==> src/rtl/ifu_fetch.sv <==
// ============================================================================
// Module   : ifu_fetch
// Purpose  : RV32E instruction fetch: owns the PC, fetches one word per
//            instruction over a valid/ready port and holds it for decode.
// Revision : 1.0
// ============================================================================
`default_nettype none

module ifu_fetch #(
  parameter logic [31:0] RESET_PC = 32'h8000_0000
) (
  input  logic        clk,
  input  logic        rst_n,
  output logic        req_valid,
  input  logic        req_ready,
  output logic [31:0] req_addr,
  input  logic        rsp_valid,
  input  logic [31:0] rsp_data,
  input  logic        rsp_err,
  input  logic        exec_done,
  input  logic [31:0] next_pc,
  output logic [31:0] pc,
  output logic [31:0] inst,
  output logic        inst_valid,
  output logic        fault,
  output logic [31:0] fetch_cnt
);

  typedef enum logic [2:0] {
    S_RST   = 3'd0,
    S_REQ   = 3'd1,
    S_WAIT  = 3'd2,
    S_HOLD  = 3'd3,
    S_FAULT = 3'd4
  } state_e;

  state_e      state_q, state_d;
  logic [31:0] pc_q, pc_d;
  logic [31:0] inst_q, inst_d;
  logic        inst_valid_q, inst_valid_d;
  logic        fault_q, fault_d;
  logic [31:0] fetch_cnt_q, fetch_cnt_d;

  always_comb begin
    state_d      = state_q;
    pc_d         = pc_q;
    inst_d       = inst_q;
    inst_valid_d = inst_valid_q;
    fault_d      = fault_q;
    fetch_cnt_d  = fetch_cnt_q;
    case (state_q)
      S_RST: begin
        state_d = S_REQ;
      end
      S_REQ: begin
        if (req_ready) begin
          state_d = S_WAIT;
        end
      end
      S_WAIT: begin
        if (rsp_valid) begin
          if (rsp_err) begin
            fault_d = 1'b1;
            state_d = S_FAULT;
          end else begin
            inst_d       = rsp_data;
            inst_valid_d = 1'b1;
            fetch_cnt_d  = fetch_cnt_q + 32'd1;
            state_d      = S_HOLD;
          end
        end
      end
      S_HOLD: begin
        if (exec_done) begin
          inst_valid_d = 1'b0;
          // A misaligned target is reported here, before any fetch is issued
          if (next_pc[1:0] == 2'b00) begin
            pc_d    = next_pc;
            state_d = S_REQ;
          end else begin
            fault_d = 1'b1;
            state_d = S_FAULT;
          end
        end
      end
      S_FAULT: begin
        state_d = S_FAULT;
      end
      default: begin
        state_d = S_RST;
      end
    endcase
  end

  always_ff @(posedge clk) begin
    if (!rst_n) begin
      state_q      <= S_RST;
      pc_q         <= RESET_PC;
      inst_q       <= 32'd0;
      inst_valid_q <= 1'b0;
      fault_q      <= 1'b0;
      fetch_cnt_q  <= 32'd0;
    end else begin
      state_q      <= state_d;
      pc_q         <= pc_d;
      inst_q       <= inst_d;
      inst_valid_q <= inst_valid_d;
      fault_q      <= fault_d;
      fetch_cnt_q  <= fetch_cnt_d;
    end
  end

  assign req_valid  = (state_q == S_REQ);
  assign req_addr   = pc_q;
  assign pc         = pc_q;
  assign inst       = inst_q;
  assign inst_valid = inst_valid_q;
  assign fault      = fault_q;
  assign fetch_cnt  = fetch_cnt_q;

endmodule

`default_nettype wire

==> config.mk <==
export PLATFORM = sky130hd
export DESIGN_NAME = ifu_fetch
export DESIGN_NICKNAME = d
export VERILOG_FILES = /design/src/rtl/ifu_fetch.sv
export SDC_FILE = /design/constraint.sdc
export NUM_CORES = 1
export LEC_CHECK = 0
export ABC_CLOCK_PERIOD_IN_PS = 2370
export CORE_ASPECT_RATIO = 1.1
export CORE_MARGIN = 2
export CORE_UTILIZATION = 54
export CTS_CLUSTER_DIAMETER = 40
export CTS_CLUSTER_SIZE = 16
export DETAILED_ROUTE_END_ITERATION = 12
export DONT_BUFFER_PORTS = 1
export PLACE_DENSITY = 0.77
export SLEW_MARGIN = 20
export SYNTH_ARGS = -nofsm -noshare
export SYNTH_HDL_FRONTEND = slang
export SYNTH_SLANG_ARGS = --single-unit
==> constraint.sdc <==
create_clock -name clk -period 2.37 [get_ports clk]
set_input_delay 0.1185 -clock clk [delete_from_list [all_inputs] [get_ports clk]]
set_output_delay 0.1185 -clock clk [all_outputs]
set_load 0.02 [all_outputs]
==> impl_summary.txt, run 1 <==
----------------------------------------------------
[Cells and area]
  Total number of nets in the final design ... 631
  Final core area utilization ... 67.4%
  Count of non-filler cells in the finished layout ... 670
  Area growth from synthesis to layout ... 19.5%
  ANT cells ... 0
  Fraction of layout cells with a size suffix above 1 ... 7.61%

[Setup path]
  Category of the worst setup path launch point ... register
  Critical setup path kind ... register to register
  Crit path max fanout ... 20
  Kind of end point of the critical path ... register
  Required arrival time at the worst endpoint ... 2.68 ns
  Critical Path AT ... 2.47 ns

[Worst hold path]
  Worst Hold Class ... input port to register

[Timing]
  Final-report max-slew violation count ... 0
  Final Critical Period ... 2.17 ns
  RSZ-0062 raised after global routing ... false
  Final worst-path cycle share ... 91.4%
  Actual transition at the worst max-transition pin ... 0.800 ns
  Final total negative setup slack ... 0 ns
  Post-route worst setup slack ... 0.203 ns
  Normalized max-slew margin ... 46.6%
  Final number of setup-violating endpoints ... 0
  Final Hold Vio Count ... 0
  Highest achievable clock rate ... 0.462 GHz
  Final worst clock skew ... 0.0159 ns

[Clock tree]
  Deepest level of the CTS H-tree ... 3
  Clk pin slew, worst setup/hold paths ... 0.10 ns
  Clock tree from TritonCTS ... built
  Number of buffers added for setup after CTS ... 0
  CTS Buf Count ... 9
  Clock Tree Root ... sky130_fd_sc_hd__clkbuf_8
  CTS sink cnt ... 101
  Worst-Skew Late Latency ... 0.37 ns
  Maximum root-to-sink buffer count ... 2

[Power and ir drop]
  Worst voltage drop across the vdd grid ... 365 uV
  Clk network pwr share ... 37.9%
  Leakage ... 0.00167 uW
  Net Sw Frac ... 22.9%
  Overall power of the completed layout ... 3200 uW
  Proportion of power drawn by combinational gates ... 7.4%
  Pwr dens ... 632 nW/um2
  Net switching power ... 733 uW
  Cell internal power dissipation ... 2470 uW
  Seq pwr share ... 54.7%

[Place]
  Post-placement worst setup slack ... 0.133 ns
  Final weighted congestion in routability-driven placement ... 0.791
  HPWL after detailed placement ... 6600 um
  Count of placed standard cells including taps ... 588
  IO buf count ... 0

[Run status]
  Run status ... complete, no violations

[Drt]
  Detail-routed net length per standard cell ... 16.1 um
  Final antenna-violating net count ... 0
  Via-per-instance ratio ... 5.60
  Vias after detailed routing ... 3755
  Iteration-0 DRC count of the detailed router ... 137
  # DRC ... 0
  Post-detailed-routing wire length ... 10800 um
  Number of optimization iterations in the first detailed-route pass ... 5

[Floorplan]
  Die outline height ... 96.9 um
  Die area ... 8570 um2
  Number of top-level pins ... 201
  Initial core utilization ... 56.4%
  Die Wd ... 88.5 um
  Site row count ... 33
  Core region area ... 7510 um2

[Global route]
  Vias in the first global route ... 3544
  First-pass GRT wire length ... 16900 um
  Remaining Overflow, GRT ... 0
  Pin count of the biggest net entering global routing ... 69
  Global router's overall resource usage ... 24.6%
  Number of antenna violations at the first check in global routing ... 0

[Synth]
  Net count after synthesis ... 597
  Yosys synthesis warning count ... 0
  Top cell type by total area after synthesis ... sky130_fd_sc_hd__dfxtp_1
  Post-synth top flop ... sky130_fd_sc_hd__dfxtp_1
  Fraction of synthesized cell area taken by the top area cell type ... 47.7%
  Gate Count Post-Synth ... 526
  Avg Synthesized Cell Area ... 8.05 um2
  Syn Std Cell Area ... 4240 um2
  Netlist cell types ... 39
  Seq cells post-synth ... 101
  Sequential element share of the synthesized area ... 47.7%
  Cell types with the largest area share after synthesis ... sky130_fd_sc_hd__dfxtp_1 48%, sky130_fd_sc_hd__nand2_1 12%, sky130_fd_sc_hd__a21oi_1 11%, sky130_fd_sc_hd__buf_4 5.8%, sky130_fd_sc_hd__o31ai_1 2.7%
  Async set-or-reset flop fraction in the synthesized netlist ... 0%
  Number of enable flip-flop cells after synthesis ... 0

[Flow run]
  MaxCap Viol Count ... 0

----------------------------------------------------
## logic make-up (layout without fill, tap and decap cells)
kind of cell    Yosys count  count (layout)  share of synthesized area, %
flops                   101             101                          47.7
compound gates          120             120                          15.2
simple gates            224             224                          25.4
buf+inv                  71             110                          9.45
fa+ha+maj                 1               1                         0.295
mux                       1               1                         0.236
xor+xnor                  8               8                          1.65
## per-layer routing
| layer | share of wire (%) | vias to the layer above | track usage, % |
|---|---|---|---|
| met5 | 0 | - | 0 |
| met4 | 1.7 | 0 | 8.97 |
| met3 | 9.1 | 18 | 8.28 |
| met2 | 48 | 155 | 40.8 |
| met1 | 41 | 1742 | 29.0 |
| li1 | - | 1840 | - |
## timing repair
action	CTS	global route
gates resized for setup	0	2
hold buffers	66	0
setup endpoints to repair	0	7
hold endpoints to repair	66	0
## registers in the layout, indices dropped and copies added (netlist names)
register	flops
fetch_cnt	32
inst	32
pc	32
state_q	3
fault	1
inst_valid	1
## cells in the final DEF (no fill, tap or decap), types with 2 or more instances in the layout
| master | netlist | final |
|---|---|---|
| sky130_fd_sc_hd__clkbuf_8 | 0 | 10 |
| sky130_fd_sc_hd__clkinvlp_4 | 0 | 2 |
| sky130_fd_sc_hd__dfxtp_1 | 101 | 101 |
| sky130_fd_sc_hd__nor4_1 | 2 | 2 |
| sky130_fd_sc_hd__or4_1 | 15 | 15 |
| sky130_fd_sc_hd__inv_1 | 6 | 6 |
| sky130_fd_sc_hd__o21ai_0 | 10 | 10 |
| sky130_fd_sc_hd__nor3b_1 | 4 | 3 |
| sky130_fd_sc_hd__nand3_1 | 11 | 11 |
| sky130_fd_sc_hd__and4_1 | 3 | 3 |
| sky130_fd_sc_hd__bufinv_16 | 0 | 2 |
| sky130_fd_sc_hd__nor3_1 | 3 | 3 |
| sky130_fd_sc_hd__buf_4 | 33 | 20 |
| sky130_fd_sc_hd__and3_1 | 7 | 7 |
| sky130_fd_sc_hd__nand2b_1 | 2 | 2 |
| sky130_fd_sc_hd__nand3b_1 | 2 | 2 |
| sky130_fd_sc_hd__xnor2_1 | 7 | 7 |
| sky130_fd_sc_hd__or3_1 | 8 | 8 |
| sky130_fd_sc_hd__nand4_1 | 10 | 10 |
| sky130_fd_sc_hd__nand2_1 | 136 | 136 |
| sky130_fd_sc_hd__a21oi_1 | 92 | 92 |
| sky130_fd_sc_hd__dlygate4sd3_1 | 0 | 66 |
| sky130_fd_sc_hd__o31ai_1 | 15 | 15 |
| sky130_fd_sc_hd__nor2_1 | 12 | 11 |
## cell usage after synthesis (3+ instances only)
cell / n
sky130_fd_sc_hd__or3_1: 8
sky130_fd_sc_hd__inv_1: 6
sky130_fd_sc_hd__a21oi_1: 92
sky130_fd_sc_hd__clkbuf_1: 27
sky130_fd_sc_hd__xnor2_1: 7
sky130_fd_sc_hd__and4_1: 3
sky130_fd_sc_hd__nand4_1: 10
sky130_fd_sc_hd__nand3_1: 11
sky130_fd_sc_hd__buf_4: 33
sky130_fd_sc_hd__nor3_1: 3
sky130_fd_sc_hd__dfxtp_1: 101
sky130_fd_sc_hd__or4_1: 15
sky130_fd_sc_hd__and3_1: 7
sky130_fd_sc_hd__nor2_1: 12
sky130_fd_sc_hd__nand2_1: 136
sky130_fd_sc_hd__nor3b_1: 4
sky130_fd_sc_hd__o31ai_1: 15
sky130_fd_sc_hd__o21ai_0: 10
## metrics by stage
stage          hold WS [ns]  instance area (um2)
3_3_place_gp          0.193                 4170
5_1_grt              0.0538                 5060
2_1_floorplan         0.190                 4240
3_5_place_dp          0.196                 4170
6_report             0.0317                 5060
4_1_cts             0.00982                 5050
## power groups by stage
| stage | Sequential (uW) | Combinational [uW] | Clock (uW) |
|---|---|---|---|
| finish | 1750 | 236 | 1210 |
| floorplan | 1780 | 122 | 0 |
| detailed placement | 1790 | 143 | 0 |
| global route | 1750 | 258 | 1300 |
| global placement | 1790 | 139 | 0 |
| CTS | 1750 | 231 | 1240 |
## worst paths after layout
kind	from	to	slack (ns)	depth (start not counted)
max	fetch_cnt[9]$_SDFFE_PN0P_	fetch_cnt[24]$_SDFFE_PN0P_	0.20	4
min	req_ready	state_q[0]$_SDFFE_PN0P_	0.03	3
max reg2reg	fetch_cnt[9]$_SDFFE_PN0P_	fetch_cnt[24]$_SDFFE_PN0P_	0.20	4
min reg2reg	inst[20]$_SDFFE_PN0P_	inst[20]$_SDFFE_PN0P_	0.56	2
## worst max-delay path, stage by stage, from the launching register on
cell                      delay (ns)
sky130_fd_sc_hd__dfxtp_1        0.51
sky130_fd_sc_hd__nand4_1        0.31
sky130_fd_sc_hd__or4_4          0.61
sky130_fd_sc_hd__or4_1          0.53
sky130_fd_sc_hd__a21oi_1        0.15
## cell type report
type,count,area (um2)
tap,105,131
timing repair buffer,87,831
fill,600,2450
clock buffer,11,141
inverter,7,26.3
sequential,101,2020
multi-input combinational,354,1830
clock inverter,5,83.8
Power figures use the tool's default switching activity.
==> run 2: changes to the inputs <==
--- a/config.mk
+++ b/config.mk
@@ -5,7 +5,7 @@
 export SDC_FILE = /design/constraint.sdc
 export NUM_CORES = 1
 export LEC_CHECK = 0
-export ABC_CLOCK_PERIOD_IN_PS = 2370
+export ABC_CLOCK_PERIOD_IN_PS = 2100
 export CORE_ASPECT_RATIO = 1.1
 export CORE_MARGIN = 2
 export CORE_UTILIZATION = 54
@@ -13,7 +13,7 @@
 export CTS_CLUSTER_SIZE = 16
 export DETAILED_ROUTE_END_ITERATION = 12
 export DONT_BUFFER_PORTS = 1
-export PLACE_DENSITY = 0.77
+export PLACE_DENSITY = 0.79
 export SLEW_MARGIN = 20
 export SYNTH_ARGS = -nofsm -noshare
 export SYNTH_HDL_FRONTEND = slang
==> constraint.sdc (replaced) <==
create_clock -name clk -period 2.1 [get_ports clk]
set_input_delay 0.105 -clock clk [delete_from_list [all_inputs] [get_ports clk]]
set_output_delay 0.105 -clock clk [all_outputs]
set_load 0.02 [all_outputs]
==> impl_summary.txt, run 2 (same netlist as run 1, synthesis figures left out) <==
----------------------------------------------------
[Run status]
  Run status ... complete, no violations

[Drt]
  Via-per-instance ratio ... 5.65 (+0.81%)
  Final antenna-violating net count ... 0 (unchanged)
  Detail-routed net length per standard cell ... 16.5 um (+2.6%)
  Number of optimization iterations in the first detailed-route pass ... 5 (unchanged)
  Vias after detailed routing ... 3870 (+3.1%)
  Iteration-0 DRC count of the detailed router ... 182 (+33%)
  # DRC ... 0 (unchanged)
  Post-detailed-routing wire length ... 11300 um (+4.9%)

[Cells and area]
  Fraction of layout cells with a size suffix above 1 ... 10.2% (+2.6 points)
  Highest-count cells in the layout ignoring fill and taps ... 136 x sky130_fd_sc_hd__nand2_1, 99 x sky130_fd_sc_hd__dfxtp_1, 92 x sky130_fd_sc_hd__a21oi_1, 66 x sky130_fd_sc_hd__dlygate4sd3_1, 35 x sky130_fd_sc_hd__buf_4
  Area growth from synthesis to layout ... 21.6%
  Count of non-filler cells in the finished layout ... 685 (+2.2%)
  ANT cells ... 0 (unchanged)
  Most frequent standard cell in the layout excluding fill and tap cells ... sky130_fd_sc_hd__nand2_1
  Total number of nets in the final design ... 646 (+2.4%)

[Setup path]
  Delay of the slowest critical-path stage ... 0.68 ns (+0.07 ns)
  Worst flop-to-flop path endpoint ... fetch_cnt[18]$_SDFFE_PN0P_
  Critical path, cell by cell ... nand4bb_1 -> or4_4 -> or4_1 -> a21oi_1
  Highest-delay cell along the critical path ... sky130_fd_sc_hd__or4_4
  Critical Path AT ... 2.24 ns (-0.23 ns)
  R2R setup slack ... 0.15 ns (-0.05 ns)
  Buffering stage count on the worst path with inverters included ... 0 (unchanged)
  Required arrival time at the worst endpoint ... 2.40 ns (-0.28 ns)
  Source of the worst register-to-register timing path ... state_q[2]$_SDFFE_PN0P_
  Category of the worst setup path launch point ... register
  Register-to-Register Path Depth ... 4 (unchanged)
  Cell class contributing the biggest share of worst-path delay ... simple AND/OR/NAND/NOR gates
  Crit path max fanout ... 20 (unchanged)
  Critical setup path kind ... register to register
  Kind of end point of the critical path ... register

[Global route]
  Remaining Overflow, GRT ... 0 (unchanged)
  M2 GR Usage ... 46.3% (+5.4 points)
  First-pass GRT wire length ... 17700 um (+5.0%)
  Global routing met3 resource utilization ... 8.79% (+0.51 points)
  Pin count of the biggest net entering global routing ... 73 (+5.8%)
  GR peak layer ... met2
  Global router's overall resource usage ... 25.7% (+1.1 points)
  Number of antenna violations at the first check in global routing ... 0 (unchanged)
  Routing usage on met1 ... 27.5% (-1.5 points)
  Vias in the first global route ... 3749 (+5.8%)

[Worst hold path]
  Worst Min Path Start ... req_ready
  Worst Hold Class ... input port to register
  WHS Endpoint ... state_q[0]$_SDFFE_PN0P_
  Cell count of the worst hold path ... 3 (unchanged)

[Place]
  IO buf count ... 0 (unchanged)
  Count of placed standard cells including taps ... 603 (+2.6%)
  Final weighted congestion in routability-driven placement ... 0.789 (-0.34%)
  Post-placement worst setup slack ... 0.0752 ns (-0.0582 ns)
  HPWL after detailed placement ... 6950 um (+5.3%)

[Clock tree]
  CTS Buf Count ... 9 (unchanged)
  Number of cells upsized or downsized after cts ... 0 (unchanged)
  Number of buffers added for setup after CTS ... 0 (unchanged)
  Deepest level of the CTS H-tree ... 3 (unchanged)
  Worst-Skew Late Latency ... 0.36 ns (about the same)
  Clk pin slew, worst setup/hold paths ... 0.10 ns (about the same)
  Maximum root-to-sink buffer count ... 2 (unchanged)
  Clock tree from TritonCTS ... built
  Clock Tree Root ... sky130_fd_sc_hd__clkbuf_8
  CTS sink cnt ... 101 (unchanged)

[Floorplan]
  Core region area ... 7510 um2 (unchanged)
  Initial core utilization ... 56.4% (unchanged)
  Site row count ... 33 (unchanged)
  Die outline height ... 96.9 um (unchanged)
  Number of top-level pins ... 201 (unchanged)
  Die area ... 8570 um2 (unchanged)
  Die Wd ... 88.5 um (unchanged)

[Timing]
  Final Hold Vio Count ... 0 (unchanged)
  Final-report max-slew violation count ... 0 (unchanged)
  Highest achievable clock rate ... 0.514 GHz (+11%)
  RSZ-0062 raised after global routing ... false
  Hold slack final ... 0.0244 ns (-0.00728 ns)
  Final total negative setup slack ... 0 ns (unchanged)
  Normalized max-slew margin ... 68.7% (+22 points)
  Final worst clock skew ... 0.00976 ns (-0.00614 ns)
  Final number of setup-violating endpoints ... 0 (unchanged)
  Post-route worst setup slack ... 0.154 ns (-0.0494 ns)
  Actual transition at the worst max-transition pin ... 0.469 ns (-0.331 ns)
  Final worst-path cycle share ... 92.7% (+1.2 points)
  Final Critical Period ... 1.95 ns (-0.221 ns)

[Power and ir drop]
  Pwr dens ... 681 nW/um2 (+7.8%)
  Clk network pwr share ... 35.9% (-2.0 points)
  Leakage ... 0.00173 uW (+3.4%)
  Seq pwr share ... 56.2% (+1.5 points)
  Worst voltage drop across the vdd grid ... 386 uV (+5.7%)
  Net Sw Frac ... 24.5% (+1.6 points)
  Net switching power ... 861 uW (+18%)
  Proportion of power drawn by combinational gates ... 8.0% (+0.6 points)
  Cell internal power dissipation ... 2650 uW (+7.4%)

[Flow run]
  MaxCap Viol Count ... 0 (unchanged)

----------------------------------------------------
==> run 2: worst max path at each step <==
stage	endpoint	cells past startpoint	from	slack [ns]
after global routing	fetch_cnt[31]$_SDFFE_PN0P_	5	state_q[1]$_SDFFE_PN0P_	0.006
after detailed placement	fetch_cnt[18]$_SDFFE_PN0P_	5	fetch_cnt[0]$_SDFFE_PN0P_	0.08
after global placement	fetch_cnt[28]$_SDFFE_PN0P_	5	fetch_cnt[0]$_SDFFE_PN0P_	0.12
after CTS	fetch_cnt[18]$_SDFFE_PN0P_	5	fetch_cnt[0]$_SDFFE_PN0P_	0.07
after floorplan	fetch_cnt[24]$_SDFFE_PN0P_	6	fetch_cnt[0]$_SDFFE_PN0P_	0.004
final	fetch_cnt[18]$_SDFFE_PN0P_	4	state_q[2]$_SDFFE_PN0P_	0.15
==> run 2: area by class of cell <==
class / count / area (um2)
multi-input combinational: 354 / 1820
clock buffer: 9 / 124
timing repair buffer: 102 / 943
fill: 589 / 2360
tap: 105 / 131
inverter: 7 / 26.3
sequential: 101 / 2030
clock inverter: 7 / 80.1
==> run 2: through the flow <==
step / area [um2] / utilization [%] / power (uW)
2_1_floorplan: 4240 / - / 2140
3_3_place_gp: 4290 / 57.0 / 2180
3_5_place_dp: 4290 / 57.0 / 2190
4_1_cts: 5150 / 68.5 / 3530
5_1_grt: 5150 / 68.5 / 3640
6_report: 5150 / 68.5 / 3510
==> run 2: repair_timing <==
action                     4_1_cts  5_1_grt
hold buffers                    66        0
setup endpoints to repair        0        4
hold endpoints to repair        66        0
==> run 2: tightest hold or removal path, cell delays in order <==
cell	delay, ns
sky130_fd_sc_hd__mux2i_1	0.06
sky130_fd_sc_hd__nand3b_1	0.08
sky130_fd_sc_hd__a21oi_1	0.08
==> run 2: power by group through the flow <==
stage	sequential [uW]	combinational, uW	clock, uW
3_5_place_dp	2010	173	0
5_1_grt	1970	307	1360
2_1_floorplan	2010	137	0
6_report	1970	280	1260
3_3_place_gp	2010	167	0
4_1_cts	1970	273	1280
==> run 2: routing by layer <==
layer	part of all wire [%]	vias up
met2	51	183
li1	-	1872
met3	8.6	24
met1	39	1791
met5	0	-
met4	2.0	0
